--- config.mk ---
export PLATFORM = sky130hd
export DESIGN_NAME = mem_arbiter_flat
export DESIGN_NICKNAME = d
export VERILOG_FILES = /design/src/rtl/mem_arbiter_if.sv /design/src/rtl/mem_arbiter.sv /design/src/flat_wrapper.sv
export SDC_FILE = /design/constraint.sdc
export NUM_CORES = 1
export LEC_CHECK = 0
export CORE_AREA = 2 2 104 106
export DETAILED_ROUTE_END_ITERATION = 8
export DIE_AREA = 0 0 106 108
export GPL_ROUTABILITY_DRIVEN = 0
export GPL_TIMING_DRIVEN = 0
export PLACE_DENSITY = 0.68
export SYNTH_ARGS = -nofsm -noshare
export SYNTH_HDL_FRONTEND = slang
export SYNTH_SLANG_ARGS = --single-unit
--- constraint.sdc ---
create_clock -name clk -period 1.75 [get_ports clk]
set_clock_uncertainty 0.1 [all_clocks]
set_input_delay 0.35 -clock clk [delete_from_list [all_inputs] [get_ports clk]]
set_output_delay 0.35 -clock clk [all_outputs]
set_load 0.03 [all_outputs]
--- src/rtl/mem_arbiter_if.sv ---
// Bus bundle between the fetch/data requesters, the memory and mem_arbiter.
// slave is the arbiter's view; master is the view of the surrounding environment.
interface mem_arbiter_if #(
  parameter int XLEN = 32
);
  logic            im_req_i;
  logic [XLEN-1:0] im_addr_i;
  logic            im_gnt_o;
  logic            im_rvalid_o;
  logic [XLEN-1:0] im_rdata_o;

  logic            dm_req_i;
  logic            dm_wen_i;
  logic [XLEN-1:0] dm_addr_i;
  logic [XLEN-1:0] dm_wdata_i;
  logic            dm_gnt_o;
  logic            dm_rvalid_o;
  logic [XLEN-1:0] dm_rdata_o;

  logic            mem_en_o;
  logic            mem_wen_o;
  logic [XLEN-1:0] mem_addr_o;
  logic [XLEN-1:0] mem_wdata_o;
  logic [XLEN-1:0] mem_rdata_i;

  modport slave (
    input  im_req_i, im_addr_i,
    output im_gnt_o, im_rvalid_o, im_rdata_o,
    input  dm_req_i, dm_wen_i, dm_addr_i, dm_wdata_i,
    output dm_gnt_o, dm_rvalid_o, dm_rdata_o,
    output mem_en_o, mem_wen_o, mem_addr_o, mem_wdata_o,
    input  mem_rdata_i
  );

  modport master (
    output im_req_i, im_addr_i,
    input  im_gnt_o, im_rvalid_o, im_rdata_o,
    output dm_req_i, dm_wen_i, dm_addr_i, dm_wdata_i,
    input  dm_gnt_o, dm_rvalid_o, dm_rdata_o,
    input  mem_en_o, mem_wen_o, mem_addr_o, mem_wdata_o,
    output mem_rdata_i
  );
endinterface

--- src/rtl/mem_arbiter.sv ---
// Round-robin arbiter sharing one fixed-latency memory port between fetch (IM)
// and data (DM) requesters; one access in flight, next grant overlaps the response.
module mem_arbiter #(
  parameter int XLEN    = 32,
  parameter int MEM_LAT = 1
) (
  input logic         clk,
  input logic         rst_n,
  mem_arbiter_if.slave bus
);
  localparam int            CW  = $clog2(MEM_LAT + 1);
  localparam logic [CW-1:0] LAT = CW'(MEM_LAT);
  localparam logic [CW-1:0] ONE = CW'(1);

  typedef enum logic {IDLE, BUSY} state_t;
  typedef enum logic {IM, DM}     owner_t;

  typedef struct packed {
    logic            en;
    logic            wen;
    logic [XLEN-1:0] addr;
    logic [XLEN-1:0] wdata;
  } mem_cmd_t;

  state_t        state, state_nxt;
  logic [CW-1:0] cnt, cnt_nxt;
  owner_t        own, own_nxt;
  owner_t        last, last_nxt;

  logic     done;
  logic     can_gnt;
  logic     pick_dm;
  logic     gnt_im;
  logic     gnt_dm;
  logic     rv_im;
  logic     rv_dm;
  mem_cmd_t cmd;

  always_ff @(posedge clk or negedge rst_n) begin
    if (!rst_n) begin
      state <= IDLE;
      cnt   <= '0;
      own   <= IM;
      last  <= IM;
    end else begin
      state <= state_nxt;
      cnt   <= cnt_nxt;
      own   <= own_nxt;
      last  <= last_nxt;
    end
  end

  // Grant is gated by rst_n so asserting reset silences the bus in the same instant.
  always_comb begin
    done    = (state == BUSY) && (cnt == LAT);
    can_gnt = rst_n && ((state == IDLE) || done);
    pick_dm = bus.dm_req_i && (!bus.im_req_i || (last == IM));
    gnt_dm  = can_gnt && pick_dm;
    gnt_im  = can_gnt && bus.im_req_i && !pick_dm;
    rv_im   = done && (own == IM);
    rv_dm   = done && (own == DM);
  end

  always_comb begin
    state_nxt = state;
    cnt_nxt   = cnt;
    own_nxt   = own;
    last_nxt  = last;
    if (gnt_im || gnt_dm) begin
      state_nxt = BUSY;
      cnt_nxt   = ONE;
      own_nxt   = gnt_dm ? DM : IM;
      last_nxt  = gnt_dm ? DM : IM;
    end else if (done) begin
      state_nxt = IDLE;
      cnt_nxt   = '0;
    end else if (state == BUSY) begin
      cnt_nxt = cnt + ONE;
    end
  end

  // Memory command mux: zeroed whenever nothing is granted.
  always_comb begin
    cmd = '0;
    if (gnt_dm) begin
      cmd.en    = 1'b1;
      cmd.wen   = bus.dm_wen_i;
      cmd.addr  = bus.dm_addr_i;
      cmd.wdata = bus.dm_wdata_i;
    end else if (gnt_im) begin
      cmd.en    = 1'b1;
      cmd.addr  = bus.im_addr_i;
    end
  end

  assign bus.im_gnt_o    = gnt_im;
  assign bus.dm_gnt_o    = gnt_dm;
  assign bus.im_rvalid_o = rv_im;
  assign bus.dm_rvalid_o = rv_dm;
  assign bus.im_rdata_o  = rv_im ? bus.mem_rdata_i : '0;
  assign bus.dm_rdata_o  = rv_dm ? bus.mem_rdata_i : '0;
  assign bus.mem_en_o    = cmd.en;
  assign bus.mem_wen_o   = cmd.wen;
  assign bus.mem_addr_o  = cmd.addr;
  assign bus.mem_wdata_o = cmd.wdata;
endmodule

--- src/flat_wrapper.sv ---
// flat-port wrapper written by rule: the top's interface ports become plain ports
module mem_arbiter_flat 
#(
  parameter int XLEN    = 32,
  parameter int MEM_LAT = 1
)
  (clk, rst_n, bus_im_req_i, bus_im_addr_i, bus_im_gnt_o, bus_im_rvalid_o, bus_im_rdata_o, bus_dm_req_i, bus_dm_wen_i, bus_dm_addr_i, bus_dm_wdata_i, bus_dm_gnt_o, bus_dm_rvalid_o, bus_dm_rdata_o, bus_mem_en_o, bus_mem_wen_o, bus_mem_addr_o, bus_mem_wdata_o, bus_mem_rdata_i);
  mem_arbiter_if #(.XLEN(XLEN)) bus_i ();
  input logic clk;
  input logic rst_n;
  input wire logic [$bits(bus_i.im_req_i)-1:0] bus_im_req_i;
  input wire logic [$bits(bus_i.im_addr_i)-1:0] bus_im_addr_i;
  output wire logic [$bits(bus_i.im_gnt_o)-1:0] bus_im_gnt_o;
  output wire logic [$bits(bus_i.im_rvalid_o)-1:0] bus_im_rvalid_o;
  output wire logic [$bits(bus_i.im_rdata_o)-1:0] bus_im_rdata_o;
  input wire logic [$bits(bus_i.dm_req_i)-1:0] bus_dm_req_i;
  input wire logic [$bits(bus_i.dm_wen_i)-1:0] bus_dm_wen_i;
  input wire logic [$bits(bus_i.dm_addr_i)-1:0] bus_dm_addr_i;
  input wire logic [$bits(bus_i.dm_wdata_i)-1:0] bus_dm_wdata_i;
  output wire logic [$bits(bus_i.dm_gnt_o)-1:0] bus_dm_gnt_o;
  output wire logic [$bits(bus_i.dm_rvalid_o)-1:0] bus_dm_rvalid_o;
  output wire logic [$bits(bus_i.dm_rdata_o)-1:0] bus_dm_rdata_o;
  output wire logic [$bits(bus_i.mem_en_o)-1:0] bus_mem_en_o;
  output wire logic [$bits(bus_i.mem_wen_o)-1:0] bus_mem_wen_o;
  output wire logic [$bits(bus_i.mem_addr_o)-1:0] bus_mem_addr_o;
  output wire logic [$bits(bus_i.mem_wdata_o)-1:0] bus_mem_wdata_o;
  input wire logic [$bits(bus_i.mem_rdata_i)-1:0] bus_mem_rdata_i;
  assign bus_i.im_req_i = bus_im_req_i;
  assign bus_i.im_addr_i = bus_im_addr_i;
  assign bus_im_gnt_o = bus_i.im_gnt_o;
  assign bus_im_rvalid_o = bus_i.im_rvalid_o;
  assign bus_im_rdata_o = bus_i.im_rdata_o;
  assign bus_i.dm_req_i = bus_dm_req_i;
  assign bus_i.dm_wen_i = bus_dm_wen_i;
  assign bus_i.dm_addr_i = bus_dm_addr_i;
  assign bus_i.dm_wdata_i = bus_dm_wdata_i;
  assign bus_dm_gnt_o = bus_i.dm_gnt_o;
  assign bus_dm_rvalid_o = bus_i.dm_rvalid_o;
  assign bus_dm_rdata_o = bus_i.dm_rdata_o;
  assign bus_mem_en_o = bus_i.mem_en_o;
  assign bus_mem_wen_o = bus_i.mem_wen_o;
  assign bus_mem_addr_o = bus_i.mem_addr_o;
  assign bus_mem_wdata_o = bus_i.mem_wdata_o;
  assign bus_i.mem_rdata_i = bus_mem_rdata_i;
  mem_arbiter #(.XLEN(XLEN), .MEM_LAT(MEM_LAT)) u_core (.clk(clk), .rst_n(rst_n), .bus(bus_i));
endmodule
**Word level (Yosys, flattened, before mapping)**

Index checks and enable logic that the tools add are counted.

- Add/subtract/negate cells: 1
- Multiplexer cells: 14
- Bitwise logic cells: 2
- Reductions and logical operators: 15

Operators with widths:

| cell | number |
|---|---|
| 2-to-1 mux 32 bit | 5 |
| 2-to-1 mux 1 bit | 9 |
| logical AND 1 bit | 8 |
| logical OR 1 bit | 3 |
| nonzero test 3 bit | 1 |
| logical NOT 1 bit | 2 |
| inverter 1 bit | 2 |
| nonzero test 2 bit | 1 |
| adder 1 bit (second input constant) | 1 |

- Register bits: 3
- Bits of input ports: 133
- Output and inout bits: 134

**Logic depth before layout (Yosys ltp)**

Gate-level depths: netlist of run 1.

- Depth after elaboration: 7
- Gate-level depth with buffers: 5

**Worst setup path after synthesis of run 1**

OpenSTA, ideal clock, no wires.

- Kind: register to output
- Start point: register u_core.state
- End point: output bus_mem_wdata_o[22]
- Arrival: 1.296 ns
- Required time: 1.300 ns
- Path slack: 0.004 ns
- Cell stages (with the launch flop): 5
- Cells stage by stage: dfrtp_1 -> nand2b_4 -> and4_4 -> buf_2 -> and2_1

- Cells in the longest elaborated chain, start to end: 5

RTL lines:

| what | line | source |
|---|---|---|
| from (decl) | mem_arbiter.sv:25 | `state_t state, state_nxt;` |
| from (signal assigned) | mem_arbiter.sv:46 | `state <= state_nxt;` |
| logical AND 1 bit / inverter 1 bit (equally long branches) | mem_arbiter.sv:55, mem_arbiter.sv:56 |  |
| logical OR 1 bit * | mem_arbiter.sv:56 | `can_gnt = rst_n && ((state == IDLE) \|\| done);` |
| logical AND 1 bit * | mem_arbiter.sv:56 |  |
| logical AND 1 bit * | mem_arbiter.sv:58 | `gnt_dm = can_gnt && pick_dm;` |
| net bus_dm_gnt_o | flat_wrapper.sv:20 | `output wire logic [$bits(bus_i.dm_gnt_o)-1:0] bus_dm_gnt_o;` |
| 2-to-1 mux 32 bit * | mem_arbiter.sv:85 | `if (gnt_dm) begin` |
| to (decl) | flat_wrapper.sv:26 | `output wire logic [$bits(bus_i.mem_wdata_o)-1:0] bus_mem_wdata_o;` |

Mark *: on every way through the listed nets, which the timed path passes. The rest lies on a longest branch.

**Final worst setup path of run 1**

- Start point: register u_core.cnt
- End point: output bus_mem_addr_o[17]

- Cells in the longest elaborated chain, start to end: 7

RTL lines:

| what | line | source |
|---|---|---|
| from (decl) | mem_arbiter.sv:26 | `logic [CW-1:0] cnt, cnt_nxt;` |
| from (signal assigned) | mem_arbiter.sv:47 | `cnt <= cnt_nxt;` |
| logical AND 1 bit * | mem_arbiter.sv:55 | `done = (state == BUSY) && (cnt == LAT);` |
| logical OR 1 bit * | mem_arbiter.sv:56 |  |
| logical AND 1 bit * | mem_arbiter.sv:56 |  |
| logical AND 1 bit (2 in a row) | mem_arbiter.sv:59 | `gnt_im = can_gnt && bus.im_req_i && !pick_dm;` |
| 2-to-1 mux 32 bit | mem_arbiter.sv:90 | `end else if (gnt_im) begin` |
| 2-to-1 mux 32 bit * | mem_arbiter.sv:85 |  |
| to (decl) | flat_wrapper.sv:25 | `output wire logic [$bits(bus_i.mem_addr_o)-1:0] bus_mem_addr_o;` |

Every way passes the cells marked *; elsewhere a longest branch is shown, timed or not.

==> results.toml, run 1 <==
[timing]
worst_slack_ns = -0.291
finalCritPeriodShare_pct = 117
worst_slew_pin_slew_ns = 0.252
setup_viol = 133
rsz0062_at_grt = "true"
finalSetupTns_ns = -24.66
drv_slew = 0
max_slew_margin_pct = 83.1
fin_crit_ns = 2.04
fin_hold_ws_ns = 0.360
finalHoldViolations = 0
fmax_ghz = 0.490

[worst_setup_path]
crit_chain = "nand2b_4, and4_4, buf_8, buf_8, a22o_1, buf_6"
critPathMostFrequentCell = "buf_8"
cp-start-kind = "flop"
cp.arrival_ns = 1.59
crit_required_ns = 1.30
slowest_stage = "dfrtp_1"
end_kind = "primary output"
critPathMaxStageDelay_ns = 0.36
crit_type = "flop to primary output"
worst-path-max-fanout = 6

[clock_network]
cts_sinks = 3
cts_buffers = 3
cts-root-buf = "clkbuf_8"
cts_tree = "done"
clk_pin_slew_ns = 0.03
htreeDepth = 1
clockBufferDepth = 2
insertion_delay_ns = 0.21

[die]
initial_core_util_pct = 11.7
fp.dieW_um = 106
io_pins = 267
die_area_um2 = 11400
dieHeight_um = 108
core_um2 = 10200
fp-row-count = 37

[power]
finalPower_mw = 2.54
vdd_drop_max_mv = 0.339
p_leak_nw = 2.08
power_density_nw_per_um2 = 582

[place]
dp_hpwl_um = 7020
pre_cts_ws_ns = -1.16
port-buffer-count = 266

[yosys]
ys_seq_elements = 3
synth-seq-area-share_pct = 6.26
synthCells = 165
syn_area_per_cell_um2 = 7.26
synth_cell_types = 19
yosysWarnings = 0
netlist_area_um2 = 1200
synth_fp_nets = 298

[status]
violations = "negative setup slack"
status = "finished with violations"

[drt]
vias_per_cell = 3.94
drt_iter0_markers = 64
wirelength_um = 8930
drc = 0
routedWlPerCell_um = 15.1
drtAntennaViolNets = 0
firstDrtPassIters = 4
vias = 2335

[worst_hold_path]
hold_class = "primary input to flop"

[finish]
areaGrowthSynthToFinish_pct = 264
layout.nets = 591
drive_gt1_share_pct = 44.0
layout_commonest_cell = "clkdlybuf4s50_1"
n_antenna_cell = 0
final_cell_mix = "clkdlybuf4s50_1, buf_4, and2_1"

[grt]
grt_pass1_vias = 2312
grt_use_total_pct = 13.4
grt_max_degree = 11
antenna_found_initial = 0
grt_pass1_wl_um = 12500
overflow = 0

[run]
cap_violations = 0
metrics by stage:
step | area, um^2 | std cells | util (%)
after detailed placement | 4030 | 567 | 39.4
after CTS | 4130 | 584 | 40.4
after global routing | 4360 | 593 | 42.6
after floorplan | 1200 | 165 | -
after global placement | 4030 | 567 | 39.4
final | 4360 | 593 | 42.6
layout make-up:
cell class	count	area [um^2]
buffer	17	224
clock buffer	4	45.0
fill	1024	5870
inverter	2	7.51
multi-input combinational	143	1040
sequential	3	75.1
tap	136	170
timing repair buffer	288	2800
logic make-up after synthesis:
kind of cell | share of synthesized area [%]
flops | 6.26
buf+inv | 11.5
simple gates | 56.2
compound gates | 26.1
flip-flops by register name (all words and copies together) (netlist names):
signal and flops:
u_core.cnt 1, u_core.own 1, u_core.state 1
what timing repair did:
item                       CTS  global route
hold endpoints to repair     3             0
hold buffers                 1             0
pin swaps                   17            14
gates cloned                 4             4
setup endpoints to repair  134           134
setup buffers                8             5
resized for setup          879            56
synthesized netlist by cell type:
cell type / number / share of area, %
or2_2: 1 / 0.52
nand2b_4: 1 / 1.1
a31oi_1: 1 / 0.52
a41o_1: 1 / 0.84
and4_4: 1 / 0.94
and2_1: 97 / 51
nand2b_1: 1 / 0.52
dfrtp_1: 3 / 6.3
buf_6: 8 / 7.5
o2111a_1: 1 / 0.94
nand3_1: 1 / 0.42
a22o_1: 32 / 23
nand2_1: 3 / 0.94
buf_2: 3 / 1.3
nor2_2: 2 / 1.0
o21ai_0: 1 / 0.42
clkbuf_2: 2 / 0.84
inv_1: 2 / 0.63
clkbuf_1: 4 / 1.3
worst max-delay path, delay by kind of cell, from the launching register on:
kind,cells,cell delay (ns)
compound gates,1,0.22
simple gates,2,0.37
buf+inv,3,0.43
flops,1,0.36
path summary, 6_finish.rpt:
check                                         start                      to  slack [ns]  cells after the start
max                          u_core.cnt$_DFFE_PN0P_      bus_mem_addr_o[17]       -0.29                      6
min                                    bus_dm_req_i  u_core.own$_DFFE_PN0P_        0.36                      2
max reg2reg                u_core.state$_DFFE_PN0P_  u_core.own$_DFFE_PN0P_        0.64                      4
min reg2reg                  u_core.cnt$_DFFE_PN0P_  u_core.cnt$_DFFE_PN0P_        0.50                      3
max in group asynchronous                     rst_n  u_core.cnt$_DFFE_PN0P_        0.85                      2
min in group asynchronous                     rst_n  u_core.own$_DFFE_PN0P_        0.55                      2
routing by layer:
| metal | vias to the layer above | GRT usage [%] | wire length, um |
|---|---|---|---|
| met4 | 0 | 1.03 | 0 |
| met5 | - | 0 | 0 |
| met2 | 121 | 26.9 | 4990 |
| li1 | 1146 | - | - |
| met3 | 0 | 3.38 | 719 |
| met1 | 1068 | 14.6 | 3220 |
power by group:
group / switching, mW / internal [mW] / leakage [nW] / total [mW]
Combinational: 1.11 / 1.13 / 2.02 / 2.24
Sequential: 0.0150 / 0.0853 / 0.0347 / 0.100
Clock: 0.0440 / 0.155 / 0.0228 / 0.199
(Power assumes the default switching activity.)
==> inputs of run 2 (changes only) <==
--- a/config.mk
+++ b/config.mk
@@ -11,6 +11,7 @@
 export GPL_ROUTABILITY_DRIVEN = 0
 export GPL_TIMING_DRIVEN = 0
 export PLACE_DENSITY = 0.68
+export SKIP_LAST_GASP = 1
 export SYNTH_ARGS = -nofsm -noshare
 export SYNTH_HDL_FRONTEND = slang
 export SYNTH_SLANG_ARGS = --single-unit
==> run 2 against run 1 <==
Compared with the run above: the flow still finishes with violations (negative setup slack); register-to-register slack is essentially flat; setup slack is essentially flat; flip-flop and latch count is the same; core utilization shrank 0.97 points; highest routed layer unchanged; wire length shrank 0.67%; maximum frequency is essentially flat; die area is the same.
==> results.toml, run 2 (synthesized netlist as in run 1, its figures left out) <==
[timing]
rsz0062_at_grt = "true"
fin_hold_ws_ns = 0.360
setup_viol = 132
finalHoldViolations = 0
worst_slack_ns = -0.290
fmax_ghz = 0.490
finalSetupTns_ns = -24.26
drv_slew = 0
worst_slew_pin_slew_ns = 0.210
fin_crit_ns = 2.04
finalCritPeriodShare_pct = 117
max_slew_margin_pct = 85.9

[power]
combPwrFrac_pct = 87.9
power_density_nw_per_um2 = 582
vdd_drop_max_mv = 0.339
internal_power_mw = 1.33
swShare_pct = 46.6
seqPwrFrac_pct = 4.0
p_leak_nw = 2.04
power.switching_mw = 1.16
clock_power_share_pct = 8.0

[drt]
drt_iter0_markers = 49
wirelength_um = 8870
drc = 0
routedWlPerCell_um = 15.0
firstDrtPassIters = 4
vias = 2340
wl_met3_um = 730
drt-met1-wl_um = 3180
drtAntennaViolNets = 0
vias_per_cell = 3.95
topRoutingLayerUsed = "met3"
dr_wl_met2_um = 4960

[finish]
stdcell_count = 592
layout_commonest_cell = "clkdlybuf4s50_1"
drive_gt1_share_pct = 41.9
areaGrowthSynthToFinish_pct = 256
fillCellCount = 1035
final_cell_mix = "clkdlybuf4s50_1, and2_1, buf_4"
n_antenna_cell = 0
layout.nets = 590
reg_top3 = "u_core.cnt x1, u_core.own x1, u_core.state x1"

[place]
dp_hpwl_um = 7020
port-buffer-count = 266
placed_cells = 567

[worst_setup_path]
startpoint = "u_core.cnt$_DFFE_PN0P_"
cp.arrival_ns = 1.59
crit_type = "flop to primary output"
crit_required_ns = 1.30
r2r_slack_ns = 0.64
r2r_end = "u_core.own$_DFFE_PN0P_"
cp-start-kind = "flop"
crit_end = "bus_mem_addr_o[17]"
rr_startpoint = "u_core.state$_DFFE_PN0P_"
end_kind = "primary output"
worst-path-max-fanout = 6
ff2ff_path_depth = 4

[status]
violations = "negative setup slack"
status = "finished with violations"

[grt]
grt_pass1_wl_um = 12500
overflow = 0
grt_max_degree = 11
grt_pass1_vias = 2311
grt_use_total_pct = 13.4
antenna_found_initial = 0

[die]
fp-row-count = 37
die_area_um2 = 11400
dieHeight_um = 108
initial_core_util_pct = 11.7
io_pins = 267
fp.dieW_um = 106
core_um2 = 10200

[clock_network]
clockBufferDepth = 2
cts-root-buf = "clkbuf_8"
htreeDepth = 1
clk_pin_slew_ns = 0.03
cts_sinks = 3
cts_tree = "done"
cts_buffers = 3
insertion_delay_ns = 0.21

[worst_hold_path]
hold_class = "primary input to flop"

[run]
cap_violations = 0
-- run 2: changes by cell type in the layout (fill, tap and decap cells not counted), sizes merged --
cell / change
buf: -13
clkbuf: +12
-- run 2: final cells by class --
cell class,count,area (um^2),share of cell area (%)
plain buffers,17,213,4.99
flip-flops and latches,3,75.1,1.76
repair buffers,287,2730,64.1
clock buffers,4,45.0,1.06
multi-input cells,143,1020,24.0
well taps,136,170,3.99
inverters,2,7.51,0.176
-- run 2: worst min path at each step --
stage | from | endpoint | slack (ns) | cells past startpoint
after floorplan | rst_n | u_core.cnt$_DFFE_PN0P_ | -0.05 | 0
after global placement | u_core.cnt$_DFFE_PN0P_ | u_core.cnt$_DFFE_PN0P_ | 0.41 | 2
after detailed placement | u_core.cnt$_DFFE_PN0P_ | u_core.cnt$_DFFE_PN0P_ | 0.41 | 2
after CTS | rst_n | u_core.own$_DFFE_PN0P_ | 0.46 | 2
after global routing | bus_dm_req_i | u_core.own$_DFFE_PN0P_ | 0.37 | 2
final | bus_dm_req_i | u_core.own$_DFFE_PN0P_ | 0.36 | 2
-- run 2: power groups by stage --
stage | registers, mW | logic (mW) | clock network, mW
4_1_cts | 0.0987 | 2.10 | 0.206
6_report | 0.100 | 2.18 | 0.199
3_5_place_dp | 0.102 | 1.99 | 0
2_1_floorplan | 0.0992 | 1.02 | 0
5_1_grt | 0.103 | 2.29 | 0.215
3_3_place_gp | 0.101 | 1.98 | 0
-- run 2: repair_timing --
item | in CTS | in global routing
resized for setup | 858 | 49
gates cloned | 4 | 3
endpoints found under the setup margin | 134 | 134
buffers inserted | 8 | 5
hold buffers | 1 | 0
endpoints found under the hold margin | 3 | 0
pin swaps | 17 | 14
-- run 2: worst max-delay path, cell delays in order (launching register included) --
cell      delay (ns)
dfrtp_1         0.36
nand2b_4        0.15
and4_4          0.22
buf_8           0.15
buf_8           0.13
a22o_1          0.22
buf_6           0.15
-- run 2: metal layers --
metal  up-vias  global-route usage, %
li1       1142                      -
met1      1074                   14.7
met2       124                   26.8
met3         0                   3.32
met4         0                   1.03
met5         -                      0
-- run 2: metrics by stage --
step	setup slack (ns)	util (%)	total power, mW	area (um^2)
finish	-0.290	41.7	2.48	4260
global placement	-1.16	39.4	2.08	4030
CTS	-0.302	39.9	2.40	4080
detailed placement	-1.16	39.4	2.09	4030
global route	-0.346	41.7	2.61	4260
floorplan	0.00449	-	1.12	1200
